[src/rtl/logic_unit_arbiter.sv]
// Four-requester round-robin front end for a small bitwise logic unit.
// One transaction in flight: IDLE grants and captures a request, EXEC
// computes the result into the output register, RESP holds it until the
// consumer takes it.
module logic_unit_arbiter #(
   parameter int WIDTH = 8
) (
   input  logic               clk,
   input  logic               rst_n,
   input  logic [3:0]         req_valid,
   output logic [3:0]         req_ready,
   input  logic [11:0]        req_op,
   input  logic [4*WIDTH-1:0] req_a,
   input  logic [4*WIDTH-1:0] req_b,
   output logic               rsp_valid,
   input  logic               rsp_ready,
   output logic [1:0]         rsp_id,
   output logic [WIDTH-1:0]   rsp_y,
   output logic               rsp_err,
   output logic               busy
);

   typedef enum logic [1:0] {
      IDLE = 2'd0,
      EXEC = 2'd1,
      RESP = 2'd2
   } state_t;

   state_t           state;
   state_t           state_nxt;
   logic [1:0]       last_grant;
   logic [1:0]       cand;
   logic [1:0]       grant_idx;
   logic             grant_any;
   logic             accept;
   logic [2:0]       sel_op;
   logic [WIDTH-1:0] sel_a;
   logic [WIDTH-1:0] sel_b;
   logic [2:0]       cap_op;
   logic [WIDTH-1:0] cap_a;
   logic [WIDTH-1:0] cap_b;
   logic [1:0]       cap_id;
   logic [WIDTH-1:0] alu_y;
   logic             alu_err;

   // Round-robin search: first valid requester after last_grant, wrapping mod 4
   always_comb begin
      grant_any = 1'b0;
      grant_idx = '0;
      cand      = '0;
      for (int unsigned k = 1; k <= 4; k++) begin
         cand = last_grant + 2'(k);
         if (!grant_any && req_valid[cand]) begin
            grant_any = 1'b1;
            grant_idx = cand;
         end
      end
   end

   // Select the winning requester's opcode and operands
   always_comb begin
      sel_op = '0;
      sel_a  = '0;
      sel_b  = '0;
      for (int unsigned i = 0; i < 4; i++) begin
         if (grant_idx == 2'(i)) begin
            sel_op = req_op[3*i +: 3];
            sel_a  = req_a[WIDTH*i +: WIDTH];
            sel_b  = req_b[WIDTH*i +: WIDTH];
         end
      end
   end

   assign accept    = (state == IDLE) && grant_any;
   // Gated by rst_n so no grant is advertised while reset is held
   assign req_ready = (rst_n && accept) ? (4'b0001 << grant_idx) : '0;
   assign rsp_valid = (state == RESP);
   assign busy      = (state != IDLE);

   // Bitwise logic unit on the captured operands
   always_comb begin
      alu_y   = '0;
      alu_err = 1'b0;
      case (cap_op)
         3'b000:  alu_y = cap_a & cap_b;
         3'b001:  alu_y = cap_a | cap_b;
         3'b010:  alu_y = ~cap_a;
         3'b011:  alu_y = cap_a ^ cap_b;
         3'b100:  alu_y = ~(cap_a & cap_b);
         3'b101:  alu_y = ~(cap_a | cap_b);
         default: alu_err = 1'b1;
      endcase
   end

   // Next-state logic
   always_comb begin
      state_nxt = state;
      case (state)
         IDLE:    if (accept) state_nxt = EXEC;
         EXEC:    state_nxt = RESP;
         RESP:    if (rsp_ready) state_nxt = IDLE;
         default: state_nxt = IDLE;
      endcase
   end

   // State register
   always_ff @(posedge clk or negedge rst_n) begin
      if (!rst_n) state <= IDLE;
      else        state <= state_nxt;
   end

   // Request capture on transfer, result load in EXEC
   always_ff @(posedge clk or negedge rst_n) begin
      if (!rst_n) begin
         last_grant <= 2'd3;
         cap_op     <= '0;
         cap_a      <= '0;
         cap_b      <= '0;
         cap_id     <= '0;
         rsp_y      <= '0;
         rsp_err    <= 1'b0;
         rsp_id     <= '0;
      end else begin
         if (accept) begin
            cap_op     <= sel_op;
            cap_a      <= sel_a;
            cap_b      <= sel_b;
            cap_id     <= grant_idx;
            last_grant <= grant_idx;
         end
         if (state == EXEC) begin
            rsp_y   <= alu_y;
            rsp_err <= alu_err;
            rsp_id  <= cap_id;
         end
      end
   end

endmodule

[config.mk]
export PLATFORM = sky130hd
export DESIGN_NAME = logic_unit_arbiter
export DESIGN_NICKNAME = d
export VERILOG_FILES = /design/src/rtl/logic_unit_arbiter.sv
export SDC_FILE = /design/constraint.sdc
export NUM_CORES = 1
export LEC_CHECK = 0
export ABC_CLOCK_PERIOD_IN_PS = 1850
export BUFFER_PORTS_ARGS = -buffer_cell sky130_fd_sc_hd__buf_4
export CORE_AREA = 2 2 64 91
export CTS_BUF_LIST = sky130_fd_sc_hd__clkbuf_8 sky130_fd_sc_hd__clkbuf_16
export DETAILED_ROUTE_END_ITERATION = 6
export DIE_AREA = 0 0 66 93
export PLACE_DENSITY = 0.9
export SLEW_MARGIN = 20
export SYNTH_ARGS = -nofsm -noshare
export SYNTH_HDL_FRONTEND = slang
export SYNTH_SLANG_ARGS = --single-unit
[constraint.sdc]
create_clock -name clk -period 1.85 [get_ports clk]
set_input_delay 0.37 -clock clk [delete_from_list [all_inputs] [get_ports clk]]
set_output_delay 0.37 -clock clk [all_outputs]
set_load 0.05 [all_outputs]
==> metrics.md <==
| Metric | Value |
|---|---|
| Status | `finished with violations` |
| Failing checks | `negative setup slack` |
| # clock sinks | `36` |
| Non-filler cells, final | `~450` |
| Dpl ws | `-0.08421 ns` |
| Skew final | `between 0.006 and 0.007 ns` |
| Initial antenna violation count | `0` |
| # setup viols final | `25` |
| Pleak | `1.932 nW` |
| I/O Pins | `100` |
| Via Count | `2491` |
| Cells after DPL | `433` |
| # diodes | `0` |
| # fillers | `approximately 370` |
| RR Endpoint | `cap_a[0]` |
| First-iteration detailed-routing DRC count | `about 110` |
| Die Y | `about 93 um` |
| Die ar. | `0.006138 mm^2` |
| Synthesis warning total | `0` |
| Register area share after synthesis | `0.3543` |
| Num CTS Buffers | `5` |
| Critical path startpoint | `last_grant[1]` |
| Final max-slew violation count | `0` |
| Cell variety after synth | `37` |
| Startpoint Class | `flip-flop` |
| Final hold vios | `0` |
| Clk buf depth | `2` |
| Slew HR | `0.6054` |
| Fmax | `around 440 MHz` |
| Crit path DAT | `between 1.5 and 2 ns` |
| Htree depth | `2` |
| Largest fanout on the critical path | `6` |
| GPL Wtd Cong | `about 0.84` |
| Final period util | `1.224` |
| Critical path type | `flip-flop to primary output` |
| Setup TNS | `-3.216 ns` |
| Routed WL per cell | `about 17 um` |
| GRT overflow | `0` |
| CP Capture Type | `primary output` |
| CP Data Required Time | `1.48 ns` |
| RSZ-0062 raised after global routing | `yes` |
| Final setup margin | `-0.4147 ns` |
| Commonest non-fill, non-tap cell in the layout | `buf_4` |
| Clock Latency Late Sink | `around 0.30 ns` |
| Net count, final | `481` |
| Final wirelength | `~7700 um` |
| Syn Std Cell Area | `between 0.002 and 0.003 mm^2` |
| Final Cell Area | `0.003890 mm^2` |
| HP Class | `input pin to asynchronous set/reset pin` |
| Total global-route track usage | `0.2496` |
| Drt via density | `between 5 and 6` |
| Syn nets | `about 370` |
| Starting Density | `0.4753` |
| Number of port buffers | `between 90 and 100` |
| FF-to-FF setup slack | `-0.16 ns` |
| Multi-input logic area | `between 0.0015 and 0.002 mm^2` |
| First-pass GRT wire length | `roughly 12000 um` |
| Layout cell share with drive strength beyond 1 | `0.4360` |
| Cell count after synthesis | `approximately 270` |
| Post-synthesis average cell area | `approximately 9.5 um^2` |
| Min cycle time layout | `2.265 ns` |
| Core Rows | `32` |
| Measured slew at the worst slew-check pin | `roughly 0.59 ns` |
| Critical R2R Launch | `last_grant[1]` |
| Number of synthesized register bits | `36` |
| CTS Hold Bufs | `0` |
| Drt pass-1 iters | `4` |
| FF+latch area | `903.4 um^2` |
| Placed inst area | `0.003452 mm^2` |
| Max Cap Viol | `0` |
| Clock root buffer | `clkbuf_8` |
| Core Area | `approximately 0.0054 mm^2` |
| TritonCTS clock tree | `built` |
| Worst-path clk slew | `about 0.07 ns` |
| Final Util | `0.7250` |
| Overall die width | `roughly 66 um` |
| Vias in the first global route | `roughly 2.6k` |
| Peak VDD IR | `around 1.1 mV` |
| Syn-to-layout area delta | `52.55%` |
| FF-to-FF path depth | `8` |
| Most frequent cells in the layout | `buf_4 (105), dfrtp_1 (34), mux2i_1 (33)` |
| DRT antenna net count | `0` |
| DRC | `0` |
| Post-DP HPWL | `4934 um` |
| Cell Pwr Density | `1766 mW/mm^2` |
| Largest net degree at the start of global routing | `37` |
[flip-flops by register name (all words and copies together), names as in the netlist]
register,cells
cap_a,8
cap_b,8
rsp_y,8
cap_op,3
cap_id,2
last_grant,2
rsp_id,2
state,2
rsp_err,1
[routing by layer]
metal  GRT usage  up-vias  wire length [um]
met2      0.4444       88              4341
li1            -     1173                 -
met1      0.2720     1202              2721
met4      0.1480        0               372
met5           0        -                 0
met3     0.03971       28               274
[worst max-delay path by stage]
stage / end / slack (ns) / cells past startpoint
6_report: req_ready[1] / -0.41 / 6
5_1_grt: req_ready[1] / -0.46 / 6
4_1_cts: req_ready[1] / -0.35 / 6
3_5_place_dp: req_ready[0] / -0.08 / 6
3_3_place_gp: req_ready[0] / -0.03 / 6
2_1_floorplan: req_ready[0] / -0.18 / 6
[cell families after synthesis]
family | synth area share
adder cells (fa/ha/maj) | 0.07851
buffers and inverters | 0.06330
XOR/XNOR | 0.03091
AO/OA/AOI/OAI | 0.2012
multiplexers | 0.1619
AND/OR/NAND/NOR | 0.1099
flip-flops | 0.3543
[Yosys cell counts]
cell | count | share of area
buf_4 | 4 | 0.012
o21ba_2 | 1 | 0.0039
a31o_2 | 1 | 0.0034
clkbuf_1 | 7 | 0.010
and2_1 | 1 | 0.0025
o22ai_1 | 1 | 0.0025
mux2_2 | 2 | 0.0088
nor2_4 | 1 | 0.0044
o211ai_1 | 1 | 0.0029
o21ai_0 | 19 | 0.037
a221oi_1 | 1 | 0.0034
a2bb2oi_1 | 7 | 0.024
a21o_1 | 2 | 0.0059
nor2_1 | 25 | 0.037
dfrtp_1 | 34 | 0.33
nand2_1 | 30 | 0.044
inv_1 | 20 | 0.029
xor2_1 | 1 | 0.0034
a31oi_1 | 1 | 0.0025
o21bai_2 | 1 | 0.0044
a21oi_1 | 9 | 0.018
buf_6 | 1 | 0.0044
xnor2_1 | 8 | 0.027
a21oi_4 | 1 | 0.0064
ha_1 | 16 | 0.079
inv_2 | 1 | 0.0015
a21boi_1 | 1 | 0.0029
o221ai_1 | 9 | 0.031
mux2i_1 | 39 | 0.15
or2_1 | 1 | 0.0025
buf_2 | 3 | 0.0059
nand3_1 | 1 | 0.0020
nor2b_1 | 1 | 0.0025
dfstp_2 | 2 | 0.021
nand2b_1 | 5 | 0.012
nand3b_1 | 1 | 0.0029
a221oi_2 | 9 | 0.053
[through the flow]
| step | hold WS, ns | total power [mW] |
|---|---|---|
| global route | 0.1821 | 7.314 |
| global placement | 0.4586 | 5.182 |
| CTS | 0.1609 | 6.671 |
| floorplan | 0.07441 | 4.393 |
| detailed placement | 0.4665 | 5.351 |
| finish | 0.1475 | 6.868 |
[worst max-delay path, cell delays in order (launching register included)]
cell and delay [ns]:
dfstp_2 0.63, a21oi_2 0.11, a31oi_4 0.18, a21oi_4 0.09
nand3b_1 0.27, nor2_4 0.14, buf_6 0.17
[what timing repair did]
item | CTS | global route
resized for setup | 28 | 16
cloned | 3 | 1
pin swaps | 13 | 11
setup endpoints to repair | 22 | 25
buffers inserted | 8 | 1
[layout make-up]
cell class / count / area share
well taps: 68 / 0.02187
flip-flops and latches: 36 / 0.2322
inverters: 21 / 0.02091
clock buffers: 7 / 0.02477
multi-input cells: 196 / 0.4149
repair buffers: 122 / 0.2776
clock inverters: 1 / 0.007720
[power by group]
group | leakage (nW) | internal (mW) | switching, mW
combinational | 1.44 | 2.12 | 2.43
sequential | 0.429 | 1.19 | 0.367
clock | 0.0645 | 0.475 | 0.288
total | 1.93 | 3.78 | 3.08
No activity file was read; power rests on OpenSTA's default activity.
